`config.mk`:
```
export PLATFORM = sky130hd
export DESIGN_NAME = alu_control_unit_flat
export DESIGN_NICKNAME = d
export VERILOG_FILES = /design/src/rtl/alu_control_unit_pkg.sv /design/src/rtl/alu_control_unit_if.sv /design/src/rtl/alu_control_unit_decode.sv /design/src/rtl/alu_control_unit.sv /design/src/flat_wrapper.sv
export SDC_FILE = /design/constraint.sdc
export NUM_CORES = 1
export LEC_CHECK = 0
export ABC_CLOCK_PERIOD_IN_PS = 2000
export BUFFER_PORTS_ARGS = -buffer_cell sky130_fd_sc_hd__buf_4
export CORE_MARGIN = 5
export CORE_UTILIZATION = 46
export CTS_BUF_LIST = sky130_fd_sc_hd__clkbuf_4
export DETAILED_ROUTE_END_ITERATION = 8
export GPL_ROUTABILITY_DRIVEN = 0
export PLACE_DENSITY = 0.82
export REMOVE_ABC_BUFFERS = 1
export SETUP_SLACK_MARGIN = 0.05
export SLEW_MARGIN = 10
export SYNTH_ARGS = -nofsm -noshare
export SYNTH_HDL_FRONTEND = slang
export SYNTH_SLANG_ARGS = --single-unit
```
`constraint.sdc`:
```
create_clock -name clk -period 2 [get_ports clk]
set_input_delay 0.2 -clock clk [delete_from_list [all_inputs] [get_ports clk]]
set_output_delay 0.2 -clock clk [all_outputs]
set_load 0.05 [all_outputs]
```
`src/rtl/alu_control_unit_pkg.sv`:
```
// Shared constants for the ALU control unit: opcode map, ALU operation codes,
// FSM state encoding and the decoded-instruction bundle.
package alu_ctrl_pkg;

   localparam logic [3:0] OPC_ADD   = 4'd0;
   localparam logic [3:0] OPC_SUB   = 4'd1;
   localparam logic [3:0] OPC_X2    = 4'd2;
   localparam logic [3:0] OPC_X4    = 4'd3;
   localparam logic [3:0] OPC_MUL   = 4'd4;
   localparam logic [3:0] OPC_DIV16 = 4'd5;
   localparam logic [3:0] OPC_INC   = 4'd6;
   localparam logic [3:0] OPC_DEC   = 4'd7;
   localparam logic [3:0] OPC_LDAC  = 4'd8;
   localparam logic [3:0] OPC_STAC  = 4'd9;
   localparam logic [3:0] OPC_CLAC  = 4'd10;
   localparam logic [3:0] OPC_JMPN  = 4'd11;
   localparam logic [3:0] OPC_NOP   = 4'd12;
   localparam logic [3:0] OPC_ILL   = 4'd13;

   localparam logic [2:0] ALU_ADD   = 3'b000;
   localparam logic [2:0] ALU_SUB   = 3'b001;
   localparam logic [2:0] ALU_X2    = 3'b010;
   localparam logic [2:0] ALU_X4    = 3'b011;
   localparam logic [2:0] ALU_MUL   = 3'b100;
   localparam logic [2:0] ALU_DIV16 = 3'b101;
   localparam logic [2:0] ALU_INC   = 3'b110;
   localparam logic [2:0] ALU_DEC   = 3'b111;

   localparam logic [1:0] ST_IDLE = 2'd0;
   localparam logic [1:0] ST_RDOP = 2'd1;
   localparam logic [1:0] ST_EXEC = 2'd2;
   localparam logic [1:0] ST_DONE = 2'd3;

   typedef struct packed {
      logic is_alu;
      logic is_ldac;
      logic is_stac;
      logic is_clac;
      logic is_jmpn;
      logic is_illegal;
   } decode_t;

endpackage

```
`src/rtl/alu_control_unit_if.sv`:
```
// Instruction handshake between fetch/decode (master) and the ALU control unit (slave).
interface alu_control_unit_if #(
   parameter int OPC_W     = 4,
   parameter int REG_SEL_W = 4
);

   logic                 instr_valid;
   logic                 instr_ready;
   logic [OPC_W-1:0]     instr_opcode;
   logic [REG_SEL_W-1:0] instr_reg_sel;

   modport master (
      output instr_valid,
      output instr_opcode,
      output instr_reg_sel,
      input  instr_ready
   );

   modport slave (
      input  instr_valid,
      input  instr_opcode,
      input  instr_reg_sel,
      output instr_ready
   );

endinterface

```
`src/rtl/alu_control_unit_decode.sv`:
```
// Combinational opcode classifier; NOP is the only opcode that raises no flag.
module alu_ctrl_decode
   import alu_ctrl_pkg::*;
#(
   parameter int OPC_W = 4
) (
   input  logic [OPC_W-1:0] opcode,
   output decode_t          dec
);

   always_comb begin
      dec            = '0;
      dec.is_alu     = (opcode <= OPC_W'(OPC_DEC));
      dec.is_ldac    = (opcode == OPC_W'(OPC_LDAC));
      dec.is_stac    = (opcode == OPC_W'(OPC_STAC));
      dec.is_clac    = (opcode == OPC_W'(OPC_CLAC));
      dec.is_jmpn    = (opcode == OPC_W'(OPC_JMPN));
      dec.is_illegal = (opcode >= OPC_W'(OPC_ILL));
   end

endmodule

```
`src/rtl/alu_control_unit.sv`:
```
// Sequences one instruction at a time through IDLE -> RDOP -> EXEC -> DONE,
// owning the accumulator (ALU operand 1) and the registered negative flag.
module alu_control_unit
   import alu_ctrl_pkg::*;
#(
   parameter int DATA_W    = 24,
   parameter int REG_SEL_W = 4,
   parameter int OPC_W     = 4
) (
   input  logic                 clk,
   input  logic                 reset_n,
   alu_control_unit_if.slave    fetch,
   output logic [REG_SEL_W-1:0] reg_rd_sel,
   input  logic [DATA_W-1:0]    reg_rd_data,
   output logic                 reg_wr_en,
   output logic [REG_SEL_W-1:0] reg_wr_sel,
   output logic [DATA_W-1:0]    reg_wr_data,
   output logic [2:0]           alu_operation,
   output logic [DATA_W-1:0]    alu_in1,
   output logic [DATA_W-1:0]    alu_in2,
   input  logic [DATA_W-1:0]    alu_out,
   input  logic                 alu_neg,
   output logic [DATA_W-1:0]    ac_out,
   output logic                 n_flag,
   output logic                 done,
   output logic                 branch_taken,
   output logic                 illegal
);

   logic [1:0]           state;
   logic [OPC_W-1:0]     opc_q;
   logic [REG_SEL_W-1:0] sel_q;
   logic [DATA_W-1:0]    operand;
   logic [DATA_W-1:0]    ac;
   logic                 n;
   logic                 accept;
   decode_t              dec;

   alu_ctrl_decode #(
      .OPC_W (OPC_W)
   ) u_decode (
      .opcode (opc_q),
      .dec    (dec)
   );

   assign fetch.instr_ready = (state == ST_IDLE);
   assign accept            = fetch.instr_valid & fetch.instr_ready;

   // Instruction capture and sequencing; every instruction takes the same path.
   always_ff @(posedge clk or negedge reset_n) begin
      if (!reset_n) begin
         state <= ST_IDLE;
         opc_q <= '0;
         sel_q <= '0;
      end else begin
         case (state)
            ST_IDLE: begin
               if (accept) begin
                  opc_q <= fetch.instr_opcode;
                  sel_q <= fetch.instr_reg_sel;
                  state <= ST_RDOP;
               end
            end
            ST_RDOP: state <= ST_EXEC;
            ST_EXEC: state <= ST_DONE;
            ST_DONE: state <= ST_IDLE;
            default: state <= ST_IDLE;
         endcase
      end
   end

   // Operand is latched for all opcodes so latency never depends on the opcode.
   always_ff @(posedge clk or negedge reset_n) begin
      if (!reset_n) begin
         operand <= '0;
      end else if (state == ST_RDOP) begin
         operand <= reg_rd_data;
      end
   end

   always_ff @(posedge clk or negedge reset_n) begin
      if (!reset_n) begin
         ac <= '0;
         n  <= 1'b0;
      end else if (state == ST_EXEC) begin
         if (dec.is_alu) begin
            ac <= alu_out;
            n  <= alu_neg;
         end else if (dec.is_ldac) begin
            ac <= operand;
            n  <= operand[DATA_W-1];
         end else if (dec.is_clac) begin
            ac <= '0;
            n  <= 1'b0;
         end
      end
   end

   assign reg_rd_sel    = sel_q;
   assign reg_wr_en     = (state == ST_EXEC) && dec.is_stac;
   assign reg_wr_sel    = sel_q;
   assign reg_wr_data   = ac;

   // The ALU sees a live operation only while its result is being committed.
   assign alu_operation = ((state == ST_EXEC) && dec.is_alu) ? opc_q[2:0] : ALU_ADD;
   assign alu_in1       = ac;
   assign alu_in2       = operand;

   assign ac_out        = ac;
   assign n_flag        = n;
   assign done          = (state == ST_DONE);
   assign branch_taken  = (state == ST_DONE) && dec.is_jmpn && n;
   assign illegal       = (state == ST_DONE) && dec.is_illegal;

endmodule
```
`src/flat_wrapper.sv`:
```
// flat-port wrapper written by rule: the top's interface ports become plain ports
module alu_control_unit_flat import alu_ctrl_pkg::*;
#(
   parameter int DATA_W    = 24,
   parameter int REG_SEL_W = 4,
   parameter int OPC_W     = 4
)
  (clk, reset_n, reg_rd_sel, reg_rd_data, reg_wr_en, reg_wr_sel, reg_wr_data, alu_operation, alu_in1, alu_in2, alu_out, alu_neg, ac_out, n_flag, done, branch_taken, illegal, fetch_instr_valid, fetch_instr_opcode, fetch_instr_reg_sel, fetch_instr_ready);
  alu_control_unit_if #(.OPC_W(OPC_W), .REG_SEL_W(REG_SEL_W)) fetch_i ();
  input  logic clk;
  input  logic reset_n;
  output logic [REG_SEL_W-1:0] reg_rd_sel;
  input  logic [DATA_W-1:0] reg_rd_data;
  output logic reg_wr_en;
  output logic [REG_SEL_W-1:0] reg_wr_sel;
  output logic [DATA_W-1:0] reg_wr_data;
  output logic [2:0] alu_operation;
  output logic [DATA_W-1:0] alu_in1;
  output logic [DATA_W-1:0] alu_in2;
  input  logic [DATA_W-1:0] alu_out;
  input  logic alu_neg;
  output logic [DATA_W-1:0] ac_out;
  output logic n_flag;
  output logic done;
  output logic branch_taken;
  output logic illegal;
  input wire logic [$bits(fetch_i.instr_valid)-1:0] fetch_instr_valid;
  input wire logic [$bits(fetch_i.instr_opcode)-1:0] fetch_instr_opcode;
  input wire logic [$bits(fetch_i.instr_reg_sel)-1:0] fetch_instr_reg_sel;
  output wire logic [$bits(fetch_i.instr_ready)-1:0] fetch_instr_ready;
  assign fetch_i.instr_valid = fetch_instr_valid;
  assign fetch_i.instr_opcode = fetch_instr_opcode;
  assign fetch_i.instr_reg_sel = fetch_instr_reg_sel;
  assign fetch_instr_ready = fetch_i.instr_ready;
  alu_control_unit #(.DATA_W(DATA_W), .REG_SEL_W(REG_SEL_W), .OPC_W(OPC_W)) u_core (.clk(clk), .reset_n(reset_n), .fetch(fetch_i), .reg_rd_sel(reg_rd_sel), .reg_rd_data(reg_rd_data), .reg_wr_en(reg_wr_en), .reg_wr_sel(reg_wr_sel), .reg_wr_data(reg_wr_data), .alu_operation(alu_operation), .alu_in1(alu_in1), .alu_in2(alu_in2), .alu_out(alu_out), .alu_neg(alu_neg), .ac_out(ac_out), .n_flag(n_flag), .done(done), .branch_taken(branch_taken), .illegal(illegal));
endmodule
```
# Word level (Yosys, flattened, before mapping)
# Cells that the tools add are included.
# classes
order_cmp	2
eq_ne	8
muxes	9
n_bitwise	1
n_reduce_logical	9
# op_table
operator	n
$mux W24	3
$eq A4 B4 Y1 const B	4
$pmux W2 S4	1
$logic_and A1 B1 Y1	5
$eq A2 B2 Y1 const B	2
$ge A4 B4 Y1 const B	1
$le A4 B3 Y1 const B	1
$reduce_and A2 Y1	2
$mux W1	3
$mux W3	1
$reduce_bool A3 Y1	1
$eq A2 B1 Y1 const B	1
$logic_not A2 Y1	1
$mux W2	1
$ne A2 B2 Y1 const B	1
$and A1 B1 Y1	1
# word_totals
regBits	59
output_inout_bits	113
elab_cells	35

# Depth between registers and ports, before layout
# depth
depth_word	4
mapped_depth	6
ltp_nobuf	5

# Modules after synthesis
# A second synthesis with hierarchy kept.
# unflattened
hier_cells	260
area_unflattened_um2	2974.1
# by_module_without_submodules
module	n_inst	cells_each	area_per_inst_um2
alu_control_unit	1	254	2910.3
alu_ctrl_decode	1	6	63.8

# Worst setup path before layout
# No wires, ideal clock.
# synth_path
path_kind	reg2out
from	reg u_core.state[0]
to	out reg_wr_en
t_arrival_ns	2.052
t_required_ns	1.800
slack_ns	-0.252
stages_incl_launch_ff	5
path_cell_list	dfrtp_1 -> inv_1 -> ha_1 -> clkbuf_1 -> nor3b_1
# synth_via
elab_chain_cells	2
# synth_rtl
element	line	text
from (decl)	alu_control_unit.sv:30	logic [1:0] state;
from (signal assigned)	alu_control_unit.sv:52	state <= ST_IDLE;
from (signal assigned)	alu_control_unit.sv:61	state <= ST_RDOP;
from (signal assigned)	alu_control_unit.sv:64	ST_RDOP: state <= ST_EXEC;
$eq A2 B2 Y1	alu_control_unit.sv:100	assign reg_wr_en = (state == ST_EXEC) && dec.is_stac;
$logic_and A1 B1 Y1	alu_control_unit.sv:100	
to (decl)	flat_wrapper.sv:14	output logic reg_wr_en;
# Every way passes these cells.

# Final worst setup path
# layout_path
from	reg u_core.state[0]
to	out alu_operation[0]
# layout_via
elab_chain_cells	3
# layout_rtl
element	line	text
$eq A2 B2 Y1	alu_control_unit.sv:105	assign alu_operation = ((state == ST_EXEC) && dec.is_alu) ? opc_q[2:0] : ALU_ADD;
$logic_and A1 B1 Y1	alu_control_unit.sv:105	
$mux W3	alu_control_unit.sv:105	
to (decl)	flat_wrapper.sv:17	output logic [2:0] alu_operation;
# Every way passes these cells.

==> results_dict.tcl <==
set metrics [dict create \
    start_util_pct 46.9 \
    num_rows 30 \
    grt_pass1_wl_mm 13.1 \
    ys_top_cells_by_area "dfrtp_1, buf_4, mux2_1, a21oi_1, a21oi_2" \
    cpMaxStageDelayCell "dfrtp_1" \
    cts_tree "yes" \
    fillerInstances 539 \
    startpoint_type "register" \
    arrival_ns 1.65 \
    drt-met1-wl_mm 3.25 \
    setup.worst_path.class "reg2out" \
    routed-wl-met3_um 560 \
    grt_usage_pct 19.3 \
    finalMaxSlewViolations 0 \
    syn_area_per_cell_um2 11.1 \
    cpPeakStageDelay_ns 0.43 \
    synth.top_cells.by_count "dfrtp_1, buf_4, a21oi_1" \
    die_w_um 92.7 \
    synth_enable_flop_cells 0 \
    postCtsSetupRepairBufs 0 \
    drive_above_1_share_pct 52.9 \
    wl_mm 8.21 \
    fin_worst_skew_ns 0.0151 \
    n_antenna_cell 0 \
    hp-class "in2reg" \
    maxCapViolations 0 \
    insertion_delay_ns 0.38 \
    rsz0062_at_grt "false" \
    clk_pin_slew_worst_paths_ns 0.11 \
    die_h_um 92.7 \
    cts-buffers-inserted 9 \
    synthDistinctLibCells 25 \
    ys_async_sr_fraction_pct 100 \
    fin_crit_sh_pct 92.5 \
    yosysMostFrequentCell "dfrtp_1" \
    port_buffers 172 \
    routed_via_density 4.93 \
    syn_inst 283 \
    ys.flop_type "dfrtp_1" \
    required_ns 1.80 \
    max_freq_mhz 540 \
    clockRootBuffer "clkbuf_4" \
    wl_met2_mm 4.32 \
    ys_ff_latch 59 \
    hold_ws_ns 0.0241 \
    grt_pass1_vias 2619 \
    synth_top_area_share_pct 46.9 \
    nNetsFinal 490 \
    drcViolationCount 0 \
    setup_viol 0 \
    hold_violations 0 \
    clock_path_buffers 2 \
    vias 2519 \
    overflow 0 \
    yosysSeqAreaShare_pct 46.9 \
    boundaryPins 173 \
    drt-initial-drc-count 61 \
    wl_per_cell_um 16.1 \
    tightest_slew_ns 0.757 \
    maxUsedRoutingLayer "met4" \
    outcome "finished clean" \
    clock-sinks 59 \
    dieArea_mm2 0.00860 \
    post-route-min-period_ns 1.85 \
    postRouteAntennaNets 0 \
    critPathMaxFanout 4 \
    yosysTopAreaCell "dfrtp_1" \
    yosysWarnings 0 \
    synth_area_mm2 0.00315 \
    first_pass_iters 4 \
    place_hpwl_mm 6.20 \
    antenna_found_initial 0 \
    grt_max_degree 60 \
    htreeDepth 3 \
    syn_to_final_growth_pct 40.9 \
    endpoint_kind "output port" \
    fp.coreArea_mm2 0.00672 \
    path_cells "inv_1 -> ha_1 -> nor2b_2 -> and2_1 -> buf_4" \
    max-slew-margin-rel_pct 49.5 \
]
==> sequential cells by signal (all words and copies together), names as in the netlist <==
register / flops
u_core.ac_out: 24
u_core.alu_in2: 24
u_core.opc_q: 4
u_core.reg_rd_sel: 4
u_core.state: 2
u_core.n_flag: 1
==> routing by layer <==
layer / track usage, % / vias up
met5: 0 / -
met4: 5.86 / 0
met3: 3.74 / 8
met2: 35.5 / 98
met1: 22.6 / 1215
li1: - / 1198
==> final timing paths <==
check	from	slack [ns]	to	cells past startpoint
hold / removal	reg_rd_data[7]	0.02	u_core.alu_in2[7]	2
setup reg to reg	u_core.state[0]	0.37	u_core.n_flag	6
hold reg to reg	u_core.alu_in2[9]	0.52	u_core.alu_in2[9]	1
min in group asynchronous	reset_n	0.42	u_core.alu_in2[11]	2
setup / recovery	u_core.state[0]	0.15	alu_operation[0]	5
max in group asynchronous	reset_n	1.08	u_core.ac_out[23]	2
==> cell families (layout without fill, tap and decap cells) <==
group	Yosys count	in the layout	synth area share, %
AO/OA/AOI/OAI	78	78	15.9
adder cells (fa/ha/maj)	4	4	1.59
buffers and inverters	71	219	16.0
flip-flops	59	59	46.9
multiplexers	32	32	11.4
AND/OR/NAND/NOR	39	39	8.18
==> critical path: cells and delay by family (launching register included) <==
kind | cells | cell delay (ns)
fa+ha+maj | 1 | 0.22
flops | 1 | 0.43
simple gates | 2 | 0.33
buf+inv | 2 | 0.28
==> cell usage in the layout, fill, tap and decap left out <==
| cell type | Yosys | routed |
|---|---|---|
| nor2_1 | 3 | 3 |
| buf_6 | 5 | 1 |
| bufinv_16 | 0 | 1 |
| nor4b_4 | 1 | 1 |
| a21oi_2 | 22 | 22 |
| and2_1 | 4 | 3 |
| o21ai_1 | 1 | 1 |
| and2_2 | 0 | 1 |
| o31ai_1 | 1 | 1 |
| nand3b_1 | 1 | 1 |
| o2111a_1 | 1 | 1 |
| clkbuf_4 | 0 | 10 |
| nor2b_1 | 24 | 23 |
| nor3b_1 | 1 | 1 |
| dlygate4sd3_1 | 0 | 16 |
| inv_1 | 3 | 3 |
| mux2_1 | 32 | 32 |
| dfrtp_1 | 59 | 59 |
| a31oi_2 | 2 | 2 |
| nand3_1 | 1 | 1 |
| ha_1 | 4 | 4 |
| o21ai_2 | 1 | 1 |
| nand2_4 | 1 | 1 |
| nand2_1 | 1 | 1 |
| clkinv_2 | 0 | 3 |
| clkinv_1 | 0 | 1 |
| clkinvlp_4 | 0 | 1 |
| nand2b_1 | 2 | 2 |
| a21oi_1 | 50 | 50 |
| buf_4 | 52 | 183 |
| nor2b_2 | 0 | 1 |
==> final cells by class <==
cell class	instances	area, µm²	area share [%]
multi-input cells	153	1170	26.4
repair buffers	200	1550	34.8
flip-flops and latches	59	1480	33.3
clock inverters	6	56.3	1.27
inverters	3	11.3	0.254
well taps	80	100	2.26
clock buffers	10	75.1	1.69
==> per-stage QoR <==
| step | instance area, µm² | setup TNS (ns) | utilization, % | setup slack [ns] | cells |
|---|---|---|---|---|---|
| after floorplan | 2660 | -5.61 | - | -0.487 | 215 |
| after global placement | 4140 | 0 | 61.6 | 0.483 | 479 |
| after detailed placement | 4140 | 0 | 61.6 | 0.409 | 479 |
| after CTS | 4430 | 0 | 65.9 | 0.0820 | 511 |
| after global routing | 4440 | 0 | 66.0 | 0.0444 | 511 |
| final | 4440 | 0 | 66.0 | 0.150 | 511 |
==> repair_timing <==
action                                  4_1_cts  5_1_grt
endpoints found under the setup margin        0        3
resized for setup                             0        2
endpoints found under the hold margin        74        0
hold buffers                                 16        0
Power is left out: the tool's default activity adds up to more than one toggle a clock period on the data nets, which glitch-free logic cannot reach.
